**src/rtl/mips_multicycle_controller.sv**
```systemverilog
// Multicycle MIPS control FSM: sequences lw/sw/R-type/beq/addi/j and
// drives every datapath enable, mux select and the 3-bit ALU code.
//
// Ports:
//   clk, rst_n     rising-edge clock, async active-low reset
//   op, funct      instruction fields from the instruction register
//   zero           ALU zero flag (used in BEQEX only)
//   pcEn           PC load = pcWrite | (branch & zero)
//   iorD           memory address: 0 = PC, 1 = ALUOut
//   memWrite       data memory write strobe
//   irWrite        instruction register load
//   regDst         write address: 0 = rt, 1 = rd
//   memtoReg       write data: 0 = ALUOut, 1 = memory data
//   regWrite       register file write enable
//   aluSrcA        ALU A: 0 = PC, 1 = register A
//   aluSrcB        ALU B: 00 B, 01 4, 10 imm, 11 imm<<2
//   pcSrc          next PC: 00 ALU, 01 ALUOut, 10 jump target
//   aluControl     010 add, 110 sub, 000 and, 001 or, 111 slt
//   state          current state (debug)
module mips_multicycle_controller (
    input  logic       clk,
    input  logic       rst_n,
    input  logic [5:0] op,
    input  logic [5:0] funct,
    input  logic       zero,
    output logic       pcEn,
    output logic       iorD,
    output logic       memWrite,
    output logic       irWrite,
    output logic       regDst,
    output logic       memtoReg,
    output logic       regWrite,
    output logic       aluSrcA,
    output logic [1:0] aluSrcB,
    output logic [1:0] pcSrc,
    output logic [2:0] aluControl,
    output logic [3:0] state
);

    typedef enum logic [3:0] {
        FETCH   = 4'd0,
        DECODE  = 4'd1,
        MEMADR  = 4'd2,
        MEMRD   = 4'd3,
        MEMWB   = 4'd4,
        MEMWR   = 4'd5,
        RTYPEEX = 4'd6,
        RTYPEWB = 4'd7,
        BEQEX   = 4'd8,
        ADDIEX  = 4'd9,
        ADDIWB  = 4'd10,
        JEX     = 4'd11
    } state_t;

    localparam logic [5:0] OP_LW   = 6'b100011;
    localparam logic [5:0] OP_SW   = 6'b101011;
    localparam logic [5:0] OP_RTYP = 6'b000000;
    localparam logic [5:0] OP_BEQ  = 6'b000100;
    localparam logic [5:0] OP_ADDI = 6'b001000;
    localparam logic [5:0] OP_J    = 6'b000010;

    state_t     r_state;
    state_t     w_next;

    logic       w_pc_write;
    logic       w_branch;
    logic       w_iord;
    logic       w_mem_write;
    logic       w_ir_write;
    logic       w_reg_dst;
    logic       w_memto_reg;
    logic       w_reg_write;
    logic       w_alu_src_a;
    logic [1:0] w_alu_src_b;
    logic [1:0] w_pc_src;
    logic [1:0] w_alu_op;
    logic [2:0] w_alu_ctl;

    always_ff @(posedge clk or negedge rst_n) begin
        if (!rst_n) begin
            r_state <= FETCH;
        end else begin
            r_state <= w_next;
        end
    end

    // Next-state logic; codes 12-15 fall into the default and recover.
    always_comb begin
        w_next = FETCH;
        case (r_state)
            FETCH: w_next = DECODE;
            DECODE: begin
                case (op)
                    OP_LW, OP_SW: w_next = MEMADR;
                    OP_RTYP:      w_next = RTYPEEX;
                    OP_BEQ:       w_next = BEQEX;
                    OP_ADDI:      w_next = ADDIEX;
                    OP_J:         w_next = JEX;
                    default:      w_next = FETCH;
                endcase
            end
            MEMADR:  w_next = (op == OP_LW) ? MEMRD : MEMWR;
            MEMRD:   w_next = MEMWB;
            RTYPEEX: w_next = RTYPEWB;
            ADDIEX:  w_next = ADDIWB;
            default: w_next = FETCH;
        endcase
    end

    // Moore output decode.
    always_comb begin
        w_pc_write  = 1'b0;
        w_branch    = 1'b0;
        w_iord      = 1'b0;
        w_mem_write = 1'b0;
        w_ir_write  = 1'b0;
        w_reg_dst   = 1'b0;
        w_memto_reg = 1'b0;
        w_reg_write = 1'b0;
        w_alu_src_a = 1'b0;
        w_alu_src_b = 2'b00;
        w_pc_src    = 2'b00;
        w_alu_op    = 2'b00;
        case (r_state)
            FETCH: begin
                w_alu_src_b = 2'b01;
                w_ir_write  = 1'b1;
                w_pc_write  = 1'b1;
            end
            DECODE: begin
                w_alu_src_b = 2'b11;
            end
            MEMADR, ADDIEX: begin
                w_alu_src_a = 1'b1;
                w_alu_src_b = 2'b10;
            end
            MEMRD: begin
                w_iord = 1'b1;
            end
            MEMWB: begin
                w_memto_reg = 1'b1;
                w_reg_write = 1'b1;
            end
            MEMWR: begin
                w_iord      = 1'b1;
                w_mem_write = 1'b1;
            end
            RTYPEEX: begin
                w_alu_src_a = 1'b1;
                w_alu_op    = 2'b10;
            end
            RTYPEWB: begin
                w_reg_dst   = 1'b1;
                w_reg_write = 1'b1;
            end
            BEQEX: begin
                w_alu_src_a = 1'b1;
                w_alu_op    = 2'b01;
                w_pc_src    = 2'b01;
                w_branch    = 1'b1;
            end
            ADDIWB: begin
                w_reg_write = 1'b1;
            end
            JEX: begin
                w_pc_src   = 2'b10;
                w_pc_write = 1'b1;
            end
            default: begin
                w_alu_op = 2'b00;
            end
        endcase
    end

    // ALU decoder; unknown funct yields AND.
    always_comb begin
        w_alu_ctl = 3'b000;
        case (w_alu_op)
            2'b00: w_alu_ctl = 3'b010;
            2'b01: w_alu_ctl = 3'b110;
            2'b10: begin
                case (funct)
                    6'b100000: w_alu_ctl = 3'b010;
                    6'b100010: w_alu_ctl = 3'b110;
                    6'b100100: w_alu_ctl = 3'b000;
                    6'b100101: w_alu_ctl = 3'b001;
                    6'b101010: w_alu_ctl = 3'b111;
                    default:   w_alu_ctl = 3'b000;
                endcase
            end
            default: w_alu_ctl = 3'b000;
        endcase
    end

    // Strobes are gated by rst_n so nothing writes while reset is held,
    // even in the instant before the async clear propagates.
    assign pcEn       = rst_n & (w_pc_write | (w_branch & zero));
    assign irWrite    = rst_n & w_ir_write;
    assign memWrite   = rst_n & w_mem_write;
    assign regWrite   = rst_n & w_reg_write;
    assign iorD       = w_iord;
    assign regDst     = w_reg_dst;
    assign memtoReg   = w_memto_reg;
    assign aluSrcA    = w_alu_src_a;
    assign aluSrcB    = w_alu_src_b;
    assign pcSrc      = w_pc_src;
    assign aluControl = w_alu_ctl;
    assign state      = r_state;

endmodule

```
**config.mk**
```make
export PLATFORM = sky130hd
export DESIGN_NAME = mips_multicycle_controller
export DESIGN_NICKNAME = d
export VERILOG_FILES = /design/src/rtl/mips_multicycle_controller.sv
export SDC_FILE = /design/constraint.sdc
export NUM_CORES = 1
export LEC_CHECK = 0
export CORE_AREA = 2 2 42 44
export DETAILED_ROUTE_END_ITERATION = 16
export DIE_AREA = 0 0 44 46
export GPL_TIMING_DRIVEN = 1
export PLACE_DENSITY = 0.74
export SLEW_MARGIN = 0
export SYNTH_ARGS = -nofsm -noshare
export SYNTH_HDL_FRONTEND = slang
export SYNTH_SLANG_ARGS = --single-unit
```
**constraint.sdc**
```tcl
create_clock -name clk -period 1.9 [get_ports clk]
set_input_delay 0.475 -clock clk [delete_from_list [all_inputs] [get_ports clk]]
set_output_delay 0.475 -clock clk [all_outputs]
set_load 0.01 [all_outputs]
```
==> metrics.md <==
| Metric | Value |
|---|---|
| CTS buffer count | `3` |
| Placed instance count | `145` |
| Placed inst area | `1070 µm²` |
| Area growth, synth to finish | `116%` |
| Syn Inst Count | `74` |
| Post-synth top area cell | `dfrtp_1` |
| Final setup TNS | `-82.9 ps` |
| First-pass GRT wire length | `2870 µm` |
| Seq/Total Area, Yosys | `18.9%` |
| Pre-CTS setup slack | `-786 ps` |
| Number of flip-flops in the largest register | `4` |
| Status | `complete, but fails checks` |
| Relative slew margins | `80.3%` |
| Worst Path Arrival | `1470 ps` |
| IO Pins | `34` |
| # nets final | `150` |
| Req. time, crit path | `1420 ps` |
| Post-Layout Cell Count | `150` |
| Hold Slack | `382 ps` |
| Min cycle time layout | `1940 ps` |
| Clk slew on worst S/H paths | `40 ps` |
| Critical-path maximum fanout | `2` |
| Post-synthesis cell area | `529 µm²` |
| Fin. Hold Viols | `0` |
| Failing checks | `negative setup slack` |
| Setup slack after layout | `-43.5 ps` |
| Multi-input gate area | `488 µm²` |
| Overflow left after global routing | `0` |
| Crit start category | `input port` |
| Iteration-0 DRC Markers | `13` |
| Final HPWL DP | `1440 µm` |
| Dominant cells by area after synthesis | `dfrtp_1 (19%), nand2b_1 (8.3%), nor2_1 (5.0%)` |
| Initial antenna violation count | `0` |
| Root Driver | `clkbuf_4` |
| Antenna Violating Nets Remaining | `0` |
| FMAX | `0.515 GHz` |
| Worst Max-Slew Pin Slew | `295 ps` |
| Vias | `803` |
| Yosys warns | `0` |
| Die area | `2020 µm²` |
| Power Total | `853 µW` |
| Share of post-route cells with drive strength above 1 | `46.6%` |
| Setup Crit Path Kind | `input port to output pin` |
| Static leakage | `0.566 nW` |
| Seq cells post-synth | `4` |
| Final number of setup-violating endpoints | `2` |
| CTS Sinks | `4` |
| Initial Util | `32.8%` |
| Yosys cell types | `33` |
| TritonRoute pass-1 iters | `5` |
| Drt via density | `5.35` |
| Number of hold buffers added after cts | `0` |
| Reg2reg start | `state[2]$_DFF_PN0_` |
| Maximum vdd ir drop | `0.000435 V` |
| FILL cells | `138` |
| Slew Viols, Final | `0` |
| PD cells | `746 nW/µm²` |
| Finished Core Util | `70.9%` |
| Clock Skews | `2.46 ps` |
| Clock Latency Late Sink | `240 ps` |
| Die Width | `44 µm` |
| Wirelength, routed | `1950 µm` |
| Synth Area per Inst | `7.15 µm²` |
| Register Area | `100 µm²` |
| Remaining DRCs | `0` |
| Diodes inserted | `0` |
| CTS tree | `built` |
| GPL Wtd Cong | `0.860` |
| Crit. Startpoint | `funct[1]` |
| All-Layer GR Usage | `19.3%` |
| Synth Net Count | `89` |
| Core area | `1610 µm²` |
| Per-cell routed wire length | `13.0 µm` |
| RSZ-0062 raised after global routing | `yes` |
| Area share of the largest cell type after synthesis | `18.9%` |
| Worst hold path type | `input port to asynchronous set/reset pin` |
| Die height | `46 µm` |
| Vias in the first global route | `714` |
| # H-tree levels | `1` |
| Max_cap viols | `0` |
| Final instance area | `1140 µm²` |
| Tcrit/Tclk final | `102%` |
| Clock buffer depth | `2` |
| Num rows | `15` |
| Pin count of the biggest net entering global routing | `15` |
| Crit. End Element | `output pin` |
| PortBufs | `33` |
-- kinds of logic (layout without fill, tap and decap cells) --
kind of cell / after synthesis / in the layout / synth area share [%]
xor gates and xnor gates: 3 / 3 / 4.97
DFF: 4 / 4 / 18.9
buffers and inverters: 8 / 67 / 5.91
AOI/OAI and AO/OA: 14 / 14 / 19.9
and+or+nand+nor: 45 / 45 / 50.4
-- metal layers --
layer | up-vias | global-route usage [%] | routed length (µm)
li1 | 401 | - | -
met1 | 371 | 17.5 | 677
met2 | 29 | 40.6 | 1120
met3 | 2 | 3.17 | 143
met4 | 0 | 9.09 | 15
met5 | - | 0 | 0
-- path summary, 6_finish.rpt --
check,to,slack (ps),cells past startpoint
min reg2reg,state[0]$_DFF_PN0_,650,2
max in group asynchronous,state[2]$_DFF_PN0_,1420,2
max reg2reg,state[2]$_DFF_PN0_,390,5
min in group clk,state[0]$_DFF_PN0_,650,2
max,aluControl[0],-40,5
min,state[1]$_DFF_PN0_,380,2
-- cell type report --
| class | instances | share of cell area (%) |
|---|---|---|
| Inverter | 3 | 0.985 |
| Clock buffer | 3 | 1.97 |
| Timing Repair Buffer | 61 | 43.8 |
| Sequential cell | 4 | 8.75 |
| Tap cell | 17 | 1.86 |
| Multi-Input combinational cell | 62 | 42.7 |
-- worst max-delay path: stages --
cell and delay, ps:
clkdlybuf4s15_2 210, nor4bb_4 280, a31oi_1 100, nor4b_4 250
buf_2 160
-- layout by cell type (no fill, tap or decap), types with 2 or more instances in the layout --
master	netlist	final
clkbuf_4	0	3
nor3b_1	3	3
buf_6	0	3
a21oi_2	0	2
nand2_1	5	5
dlygate4sd2_1	0	4
clkdlybuf4s15_2	0	3
clkbuf_2	0	5
buf_2	1	8
nor2b_4	0	2
clkdlybuf4s50_1	0	8
nor3_1	4	4
dlymetal6s2s_1	0	3
nor4_1	2	2
nand2b_1	7	6
dfrtp_1	4	4
o21ai_0	2	2
inv_1	3	3
nand3_1	2	2
nand4_1	3	3
buf_4	0	26
nor4b_4	0	2
xor2_1	2	2
nor2_1	7	6
-- Yosys cell counts (all sizes together) --
cell	n
xnor2	1
nor2	7
a31oi	1
or3	2
nand2	5
buf	1
or3b	1
nand4	3
a21o	1
clkbuf	4
nor4bb	1
nor4b	2
o221ai	1
o21ai	2
or4	1
nor2b	3
nand2b	7
dfrtp	4
a311oi	1
inv	3
a21oi	3
nand3	2
and3b	1
xor2	2
a221o	1
and3	1
nor3	4
a21boi	1
a41oi	1
o211ai	1
a221oi	1
nor4	2
nor3b	3
-- repair_timing --
| item | CTS | global route |
|---|---|---|
| endpoints found under the setup margin | 16 | 10 |
| pin swaps | 5 | 4 |
| resized for setup | 72 | 21 |
| buffers inserted | 1 | 2 |
-- power breakdown --
part | total (mW) | internal (mW) | switching (mW) | leakage [nW]
registers | 0.121 | 0.106 | 0.0149 | 0.0531
logic | 0.625 | 0.338 | 0.287 | 0.499
clock network | 0.107 | 0.0707 | 0.0361 | 0.0138
Note: power is estimated with default switching activity, not from simulation.
